### src/rtl/umi_fir_bank_pkg.sv
`default_nettype none
// ============================================================================
// umi_fir_bank_pkg : opcodes, address map, FSM states and width helpers
// Revision: 1.0
// ============================================================================
package umi_fir_bank_pkg;

    localparam logic [4:0] REQ_READ   = 5'h01;
    localparam logic [4:0] REQ_WRITE  = 5'h03;
    localparam logic [4:0] REQ_POSTED = 5'h05;
    localparam logic [4:0] RESP_READ  = 5'h02;
    localparam logic [4:0] RESP_WRITE = 5'h04;

    localparam logic [11:0] ADDR_SAMPLE = 12'h000;
    localparam logic [11:0] ADDR_RESULT = 12'h008;
    localparam logic [11:0] ADDR_COEF   = 12'h400;
    localparam logic [11:0] ADDR_STATUS = 12'h7F0;

    typedef enum logic [1:0] {
        ST_IDLE = 2'd0,
        ST_MAC  = 2'd1,
        ST_RESP = 2'd2
    } fir_state_t;

    // Headroom of clog2(NTAPS) bits lets NTAPS full-scale products sum without overflow.
    function automatic int fir_accw(input int sw, input int ntaps);
        return 2 * sw + $clog2(ntaps);
    endfunction

    function automatic int idx_width(input int n);
        return (n > 1) ? $clog2(n) : 1;
    endfunction

endpackage : umi_fir_bank_pkg
`default_nettype wire

### src/rtl/umi_fir_bank_regs.sv
`default_nettype none
// ============================================================================
// umi_fir_bank_regs : shared coefficients, per-channel sample histories,
//                     result registers and result-valid flags
// Revision: 1.0
// ============================================================================
module umi_fir_bank_regs
    import umi_fir_bank_pkg::*;
#(
    parameter int NCH   = 4,
    parameter int NTAPS = 8,
    parameter int SW    = 16,
    parameter int ACCW  = fir_accw(SW, NTAPS),
    parameter int CHW   = idx_width(NCH),
    parameter int TW    = idx_width(NTAPS)
) (
    input  logic            clk,
    input  logic            nreset,
    input  logic            clear,
    input  logic            coef_we,
    input  logic [TW-1:0]   coef_widx,
    input  logic [SW-1:0]   coef_wdata,
    input  logic [TW-1:0]   coef_ridx,
    output logic [SW-1:0]   coef_rdata,
    input  logic            shift_en,
    input  logic [CHW-1:0]  shift_ch,
    input  logic [SW-1:0]   shift_data,
    input  logic [CHW-1:0]  mac_ch,
    input  logic [TW-1:0]   mac_tap,
    output logic [SW-1:0]   mac_coef,
    output logic [SW-1:0]   mac_x,
    input  logic            res_we,
    input  logic [CHW-1:0]  res_wch,
    input  logic [ACCW-1:0] res_wdata,
    input  logic            res_rd,
    input  logic [CHW-1:0]  res_rch,
    output logic [ACCW-1:0] res_rdata,
    output logic [NCH-1:0]  valid_flags
);

    logic [SW-1:0]   r_coef [NTAPS];
    logic [SW-1:0]   r_hist [NCH][NTAPS];
    logic [ACCW-1:0] r_res  [NCH];
    logic [NCH-1:0]  r_valid;

    // Coefficients survive a STATUS clear; only nreset wipes them.
    always_ff @(posedge clk or negedge nreset) begin
        if (!nreset) begin
            for (int k = 0; k < NTAPS; k++) r_coef[k] <= '0;
        end else if (coef_we) begin
            for (int k = 0; k < NTAPS; k++) begin
                if (TW'(k) == coef_widx) r_coef[k] <= coef_wdata;
            end
        end
    end

    always_ff @(posedge clk or negedge nreset) begin
        if (!nreset) begin
            for (int c = 0; c < NCH; c++) begin
                for (int k = 0; k < NTAPS; k++) r_hist[c][k] <= '0;
                r_res[c] <= '0;
            end
            r_valid <= '0;
        end else if (clear) begin
            for (int c = 0; c < NCH; c++) begin
                for (int k = 0; k < NTAPS; k++) r_hist[c][k] <= '0;
                r_res[c] <= '0;
            end
            r_valid <= '0;
        end else begin
            for (int c = 0; c < NCH; c++) begin
                if (shift_en && shift_ch == CHW'(c)) begin
                    r_hist[c][0] <= shift_data;
                    for (int k = 1; k < NTAPS; k++) r_hist[c][k] <= r_hist[c][k-1];
                end
                if (res_we && res_wch == CHW'(c)) begin
                    r_res[c]   <= res_wdata;
                    r_valid[c] <= 1'b1;
                end else if (res_rd && res_rch == CHW'(c)) begin
                    r_valid[c] <= 1'b0;
                end
            end
        end
    end

    always_comb begin
        coef_rdata = '0;
        mac_coef   = '0;
        mac_x      = '0;
        res_rdata  = '0;
        for (int k = 0; k < NTAPS; k++) begin
            if (TW'(k) == coef_ridx) coef_rdata = r_coef[k];
            if (TW'(k) == mac_tap)   mac_coef   = r_coef[k];
        end
        for (int c = 0; c < NCH; c++) begin
            if (CHW'(c) == mac_ch) begin
                for (int k = 0; k < NTAPS; k++) begin
                    if (TW'(k) == mac_tap) mac_x = r_hist[c][k];
                end
            end
            if (CHW'(c) == res_rch) res_rdata = r_res[c];
        end
    end

    assign valid_flags = r_valid;

endmodule : umi_fir_bank_regs
`default_nettype wire

### src/rtl/umi_fir_bank.sv
`default_nettype none
// ============================================================================
// umi_fir_bank : bank of NCH FIR filters behind a UMI device port; one tap
//                per cycle multiply-accumulate after each SAMPLE write
// Revision: 1.0
// ============================================================================
module umi_fir_bank
    import umi_fir_bank_pkg::*;
#(
    parameter int DW    = 128,
    parameter int AW    = 64,
    parameter int CW    = 32,
    parameter int NCH   = 4,
    parameter int NTAPS = 8,
    parameter int SW    = 16
) (
    input  logic          clk,
    input  logic          nreset,
    input  logic          udev_req_valid,
    input  logic [CW-1:0] udev_req_cmd,
    input  logic [AW-1:0] udev_req_dstaddr,
    input  logic [AW-1:0] udev_req_srcaddr,
    input  logic [DW-1:0] udev_req_data,
    output logic          udev_req_ready,
    output logic          udev_resp_valid,
    output logic [CW-1:0] udev_resp_cmd,
    output logic [AW-1:0] udev_resp_dstaddr,
    output logic [AW-1:0] udev_resp_srcaddr,
    output logic [DW-1:0] udev_resp_data,
    input  logic          udev_resp_ready
);

    localparam int ACCW = fir_accw(SW, NTAPS);
    localparam int CHW  = idx_width(NCH);
    localparam int TW   = idx_width(NTAPS);

    if (ACCW > DW || CW < 16 || AW < 12 || NCH < 1 || NCH > 16 ||
        NTAPS < 2 || NTAPS > 64) begin : g_param_check
        $error("umi_fir_bank: unsupported parameter combination");
    end

    fir_state_t r_state;
    fir_state_t w_next;

    logic                   r_run;
    logic                   r_err;
    logic [TW-1:0]          r_tap;
    logic signed [ACCW-1:0] r_acc;
    logic [CHW-1:0]         r_mac_ch;
    logic                   r_mac_posted;
    logic [CW-1:0]          r_resp_cmd;
    logic [AW-1:0]          r_resp_dst;
    logic [AW-1:0]          r_resp_src;
    logic [DW-1:0]          r_resp_data;

    logic                     w_accept;
    logic [4:0]               w_op;
    logic [11:0]              w_a;
    logic                     w_is_rd, w_is_wr, w_is_post, w_is_any_wr, w_op_ok;
    logic                     w_ch_ok, w_tap_ok;
    logic                     w_sel_sample, w_sel_result, w_sel_coef, w_sel_status;
    logic                     w_addr_ok;
    logic [CHW-1:0]           w_ch;
    logic [TW-1:0]            w_tap;
    logic [DW-1:0]            w_rdata;
    logic [CW-1:0]            w_resp_cmd;
    logic [SW-1:0]            w_coef_rdata, w_mac_coef, w_mac_x;
    logic [ACCW-1:0]          w_res_rdata;
    logic [NCH-1:0]           w_valid_flags;
    logic signed [2*SW-1:0]   w_prod;
    logic signed [ACCW-1:0]   w_acc_next;
    logic                     w_mac_last;
    logic                     w_coef_we, w_shift_en, w_clear, w_res_rd;
    logic                     w_unused;

    assign udev_req_ready = r_run && (r_state == ST_IDLE);
    assign w_accept       = udev_req_valid && udev_req_ready;

    assign w_op        = udev_req_cmd[4:0];
    assign w_a         = udev_req_dstaddr[11:0];
    assign w_is_rd     = (w_op == REQ_READ);
    assign w_is_wr     = (w_op == REQ_WRITE);
    assign w_is_post   = (w_op == REQ_POSTED);
    assign w_is_any_wr = w_is_wr || w_is_post;
    assign w_op_ok     = w_is_rd || w_is_any_wr;

    // Channel index lives in addr[9:4]; tap index in addr[9:3].
    assign w_ch     = w_a[4 +: CHW];
    assign w_tap    = w_a[3 +: TW];
    assign w_ch_ok  = (w_a[9:4] < 6'(NCH));
    assign w_tap_ok = (w_a[9:3] < 7'(NTAPS));

    assign w_sel_status = (w_a == ADDR_STATUS);
    assign w_sel_sample = (w_a[11:10] == ADDR_SAMPLE[11:10]) &&
                          (w_a[3:0] == ADDR_SAMPLE[3:0]) && w_ch_ok;
    assign w_sel_result = (w_a[11:10] == ADDR_RESULT[11:10]) &&
                          (w_a[3:0] == ADDR_RESULT[3:0]) && w_ch_ok;
    assign w_sel_coef   = (w_a[11:10] == ADDR_COEF[11:10]) && !w_sel_status &&
                          (w_a[2:0] == 3'b000) && w_tap_ok;
    assign w_addr_ok    = w_is_rd ? (w_sel_result || w_sel_coef || w_sel_status)
                                  : (w_sel_sample || w_sel_coef || w_sel_status);

    assign w_coef_we  = w_accept && w_is_any_wr && w_sel_coef;
    assign w_shift_en = w_accept && w_is_any_wr && w_sel_sample;
    assign w_clear    = w_accept && w_is_any_wr && w_sel_status;
    assign w_res_rd   = w_accept && w_is_rd && w_sel_result;

    always_comb begin
        w_rdata = '0;
        if (w_sel_result)      w_rdata = DW'($signed(w_res_rdata));
        else if (w_sel_coef)   w_rdata = DW'($signed(w_coef_rdata));
        else if (w_sel_status) w_rdata = DW'({w_valid_flags, r_err});
    end

    always_comb begin
        w_resp_cmd        = '0;
        w_resp_cmd[15:5]  = udev_req_cmd[15:5];
        w_resp_cmd[4:0]   = w_is_rd ? RESP_READ : RESP_WRITE;
    end

    assign w_prod     = $signed(w_mac_coef) * $signed(w_mac_x);
    assign w_acc_next = r_acc + ACCW'(w_prod);
    assign w_mac_last = (r_state == ST_MAC) && (r_tap == TW'(NTAPS - 1));

    always_ff @(posedge clk or negedge nreset) begin
        if (!nreset) r_state <= ST_IDLE;
        else         r_state <= w_next;
    end

    always_comb begin
        w_next = r_state;
        unique case (r_state)
            ST_IDLE: begin
                if (w_accept && w_op_ok) begin
                    if (w_is_any_wr && w_sel_sample) w_next = ST_MAC;
                    else if (w_is_rd || w_is_wr)     w_next = ST_RESP;
                end
            end
            ST_MAC:  if (w_mac_last) w_next = r_mac_posted ? ST_IDLE : ST_RESP;
            ST_RESP: if (udev_resp_ready) w_next = ST_IDLE;
            default: w_next = ST_IDLE;
        endcase
    end

    always_ff @(posedge clk or negedge nreset) begin
        if (!nreset) begin
            r_run        <= 1'b0;
            r_err        <= 1'b0;
            r_tap        <= '0;
            r_acc        <= '0;
            r_mac_ch     <= '0;
            r_mac_posted <= 1'b0;
            r_resp_cmd   <= '0;
            r_resp_dst   <= '0;
            r_resp_src   <= '0;
            r_resp_data  <= '0;
        end else begin
            r_run <= 1'b1;
            if (w_clear)
                r_err <= 1'b0;
            else if (w_accept && (!w_op_ok || !w_addr_ok))
                r_err <= 1'b1;
            if (w_accept) begin
                r_tap        <= '0;
                r_acc        <= '0;
                r_mac_ch     <= w_ch;
                r_mac_posted <= w_is_post;
                r_resp_cmd   <= w_resp_cmd;
                r_resp_dst   <= udev_req_srcaddr;
                r_resp_src   <= udev_req_dstaddr;
                r_resp_data  <= w_is_rd ? w_rdata : '0;
            end else if (r_state == ST_MAC) begin
                r_tap <= r_tap + 1'b1;
                r_acc <= w_acc_next;
            end
        end
    end

    assign udev_resp_valid   = (r_state == ST_RESP);
    assign udev_resp_cmd     = r_resp_cmd;
    assign udev_resp_dstaddr = r_resp_dst;
    assign udev_resp_srcaddr = r_resp_src;
    assign udev_resp_data    = r_resp_data;

    umi_fir_bank_regs #(
        .NCH   (NCH),
        .NTAPS (NTAPS),
        .SW    (SW),
        .ACCW  (ACCW),
        .CHW   (CHW),
        .TW    (TW)
    ) u_regs (
        .clk         (clk),
        .nreset      (nreset),
        .clear       (w_clear),
        .coef_we     (w_coef_we),
        .coef_widx   (w_tap),
        .coef_wdata  (udev_req_data[SW-1:0]),
        .coef_ridx   (w_tap),
        .coef_rdata  (w_coef_rdata),
        .shift_en    (w_shift_en),
        .shift_ch    (w_ch),
        .shift_data  (udev_req_data[SW-1:0]),
        .mac_ch      (r_mac_ch),
        .mac_tap     (r_tap),
        .mac_coef    (w_mac_coef),
        .mac_x       (w_mac_x),
        .res_we      (w_mac_last),
        .res_wch     (r_mac_ch),
        .res_wdata   (w_acc_next),
        .res_rd      (w_res_rd),
        .res_rch     (w_ch),
        .res_rdata   (w_res_rdata),
        .valid_flags (w_valid_flags)
    );

    // Upper command, address and data bits carry nothing this block decodes.
    assign w_unused = ^{udev_req_cmd, udev_req_dstaddr, udev_req_data};

endmodule : umi_fir_bank
`default_nettype wire
### config.mk
export PLATFORM = sky130hd
export DESIGN_NAME = umi_fir_bank
export DESIGN_NICKNAME = d
export VERILOG_FILES = /design/src/rtl/umi_fir_bank_pkg.sv /design/src/rtl/umi_fir_bank_regs.sv /design/src/rtl/umi_fir_bank.sv
export SDC_FILE = /design/constraint.sdc
export NUM_CORES = 2
export LEC_CHECK = 0
export CAP_MARGIN = 20
export CORE_ASPECT_RATIO = 1.75
export CORE_UTILIZATION = 62
export CTS_CLUSTER_SIZE = 10
export DETAILED_ROUTE_END_ITERATION = 10
export GPL_TIMING_DRIVEN = 0
export PLACE_DENSITY_LB_ADDON = 0.1
export SYNTH_ARGS = -nofsm -noshare
export SYNTH_HDL_FRONTEND = slang
export SYNTH_SLANG_ARGS = --single-unit
### constraint.sdc
create_clock -name clk -period 24.5 [get_ports clk]
set_clock_uncertainty 0.1 [all_clocks]
set_input_delay 3.675 -clock clk [delete_from_list [all_inputs] [get_ports clk]]
set_output_delay 3.675 -clock clk [all_outputs]
set_load 0.01 [all_outputs]
==> impl_metrics.env <==
export IMPL_cts_hold_fix_buffers=0
export IMPL_start_util_pct=62.8
export IMPL_grt_total_usage_pct=53.2
export IMPL_synth_flop_cell="dfrtp_1"
export IMPL_design_core_area_mm2=0.0943
export IMPL_dp_cells=8324
export IMPL_endpoint_kind="register"
export IMPL_setup_viol=0
export IMPL_cts_resized_gates=0
export IMPL_min_period_over_period_pct=53.9
export IMPL_cts_tree="done"
export IMPL_crit_path_start_kind="register"
export IMPL_synth_edff_count=0
export IMPL_numPortBuffers=432
export IMPL_hold_class="register to register"
export IMPL_max_slew_worst_pin_slew_ps=1490
export IMPL_cpPeakStageDelay_ps=940
export IMPL_drt_iter0_markers=7645
export IMPL_die_area_mm2=0.0968
export IMPL_place_congestion=1.12
export IMPL_grt_max_degree=127
export IMPL_routed_wl_um=253000
export IMPL_firstDrtPassIters=9
export IMPL_insertion_delay_ps=830
export IMPL_fin_nets=7974
export IMPL_fp_dieH_um=411
export IMPL_yosys_area_top_type="dfrtp_1"
export IMPL_dr_total_vias=56100
export IMPL_place_detailed_hpwl_um=188000
export IMPL_slew_headroom_pct=0.685
export IMPL_crit_type="register to register"
export IMPL_p_total_uw=3730
export IMPL_htree_levels=3
export IMPL_antenna_found_initial=12
export IMPL_synth_area_mm2=0.0592
export IMPL_ios=582
export IMPL_critical_path_most_common_cell="fa_1"
export IMPL_yosysWarnings=0
export IMPL_drc=0
export IMPL_cap_violations=0
export IMPL_cts_root_buf="clkbuf_16"
export IMPL_place_area_mm2=0.0657
export IMPL_synth_seq_area_share_pct=42.4
export IMPL_finalSetupTns_ps=0
export IMPL_hold_violations=0
export IMPL_synth_area_leaders="dfrtp_1 (42%), nand2_1 (12%), fa_1 (11%), a21oi_1 (3.6%), nand3_1 (3.6%)"
export IMPL_synth_seq_cells=1003
export IMPL_slew_violations=0
export IMPL_rows=149
export IMPL_clk_path_buf_depth=3
export IMPL_vdd_drop_max_v=0.0000656
export IMPL_arrival_ps=13740
export IMPL_cellPowerDensity_mw_per_mm2=54.0
export IMPL_fin_crit_ps=13210
export IMPL_layout_common_cells="nand2_1 (1,829), dfrtp_1 (1,002), nor2_1 (447)"
export IMPL_synth_top_area_share_pct=42.4
export IMPL_worst_slack_ps=11290
export IMPL_cp_required_ps=25030
export IMPL_synthArstFlopShare_pct=100
export IMPL_final_common_cell="nand2_1"
export IMPL_fp_dieW_um=236
export IMPL_cts_setup_buffers=0
export IMPL_layoutNonFillerInstCount=8494
export IMPL_path_clk_slew_ps=60
export IMPL_fmax_ghz=0.0757
export IMPL_status="complete, no violations"
export IMPL_yosysUniqueCellTypes=85
export IMPL_via_per_inst=6.61
export IMPL_grt_pass1_vias=56900
export IMPL_cts_sinks=1003
export IMPL_place_ws_ps=11760
export IMPL_ant_nets=0
export IMPL_rsz0062_at_grt="no"
export IMPL_drive_above_1_share_pct=9.50
export IMPL_syn_inst=6634
export IMPL_finalInstanceArea_mm2=0.0691
export IMPL_p_leak_uw=0.0338
export IMPL_area_growth_pct=16.7
export IMPL_overflow=0
export IMPL_slowest_stage="fa_1"
export IMPL_synth_area_per_cell_um2=8.92
export IMPL_grt_pass1_wl_um=371000
export IMPL_crit_fanout=11
export IMPL_cts_made_buffers=111
export IMPL_wire_per_inst_um=29.8
==> final cells by class <==
class	instances	area [um^2]
antenna	10	25.0
multi-input combinational	4693	29700
inverter	375	1410
tap	1208	1510
clock inverter	10	230
sequential	1003	25100
clock buffer	117	2810
buffer	581	3050
timing repair buffer	497	5200
fill	7116	25300
==> synth_stat cells (8+ instances only) <==
| cell | n |
|---|---|
| mux2_1 | 10 |
| a21oi_1 | 430 |
| o21ai_0 | 242 |
| and3_1 | 15 |
| clkbuf_1 | 233 |
| a21o_1 | 26 |
| nand3b_1 | 13 |
| buf_1 | 68 |
| o22ai_1 | 60 |
| mux4_2 | 52 |
| buf_2 | 122 |
| fa_1 | 311 |
| inv_1 | 374 |
| xnor2_1 | 20 |
| a31oi_1 | 22 |
| nand2_1 | 1829 |
| mux2i_1 | 8 |
| mux2_2 | 134 |
| nor3_1 | 48 |
| and2_1 | 36 |
| or3_1 | 13 |
| dfrtp_1 | 1003 |
| nand3_1 | 423 |
| ha_1 | 109 |
| nor2_1 | 447 |
| buf_6 | 34 |
| xor2_1 | 21 |
| o31ai_1 | 31 |
| nand2b_1 | 28 |
| o21bai_1 | 10 |
| buf_4 | 123 |
| o211ai_1 | 24 |
| nor2b_1 | 22 |
| a221oi_1 | 65 |
| o221ai_1 | 8 |
| a22o_1 | 12 |
| a211oi_1 | 40 |
| a22oi_1 | 21 |
| a221o_1 | 33 |
==> worst paths after layout <==
check                              startpoint                    end  slack, ps  cells past startpoint
setup / recovery                     r_tap[2]       u_regs.r_res[33]      11290                     33
hold / removal             u_regs.r_hist[297]     u_regs.r_hist[281]        360                      2
setup reg to reg                     r_tap[2]       u_regs.r_res[33]      11290                     33
hold reg to reg            u_regs.r_hist[297]     u_regs.r_hist[281]        360                      2
max in group asynchronous              nreset  udev_resp_srcaddr[58]      19110                      5
min in group asynchronous              nreset     u_regs.r_hist[200]       2640                      1
==> sequential cells by signal (all words and copies together) (netlist names) <==
signal	cells
r_acc	35
r_err	1
r_mac_ch	1
r_mac_posted	1
r_run	1
r_state	2
r_tap	3
u_regs.r_coef	128
u_regs.r_hist	512
u_regs.r_res	140
u_regs.valid_flags	4
udev_resp_cmd	13
udev_resp_data	35
udev_resp_dstaddr	64
udev_resp_srcaddr	63
==> routing by layer <==
| metal | share of wire [%] | global-route usage, % | vias to the layer above |
|---|---|---|---|
| li1 | - | - | 23000 |
| met1 | 30 | 54.3 | 27000 |
| met2 | 45 | 82.0 | 4323 |
| met3 | 11 | 17.9 | 1779 |
| met4 | 14 | 57.9 | 10 |
| met5 | 0.024 | 0.348 | - |
==> stage by stage <==
stage / util (%) / hold WS [ps]
floorplan: - / 345
global placement: 69.0 / 357
detailed placement: 69.6 / 361
CTS: 72.8 / 371
global route: 73.2 / 390
finish: 73.2 / 357
==> critical path: cells and delay by family, from the launching register on <==
family	cells	cell delay, ps
simple gates	5	1160
fa+ha+maj	8	4160
xor+xnor	1	710
flops	1	540
buf+inv	10	3140
compound gates	9	3200
==> report_power, final <==
part	total [uW]	leakage [uW]	internal [uW]	switching (uW)
Sequential	1710	0.0130	1690	19.3
Combinational	482	0.0193	172	310
Clock	1540	0.00148	827	711
==> cells by family (layout without fill, tap and decap cells) <==
kind of cell    count (synthesis)  count (layout)  share of synthesized area, %
flops                        1003            1003                          42.4
simple gates                 2910            2910                          20.3
other cells                     2              30                        0.0127
mux                           204             204                          4.85
compound gates               1098            1098                          11.5
fa+ha+maj                     420             420                          12.8
xor+xnor                       41              41                         0.607
buf+inv                       956            1580                          7.53
Power figures use the tool's default switching activity.
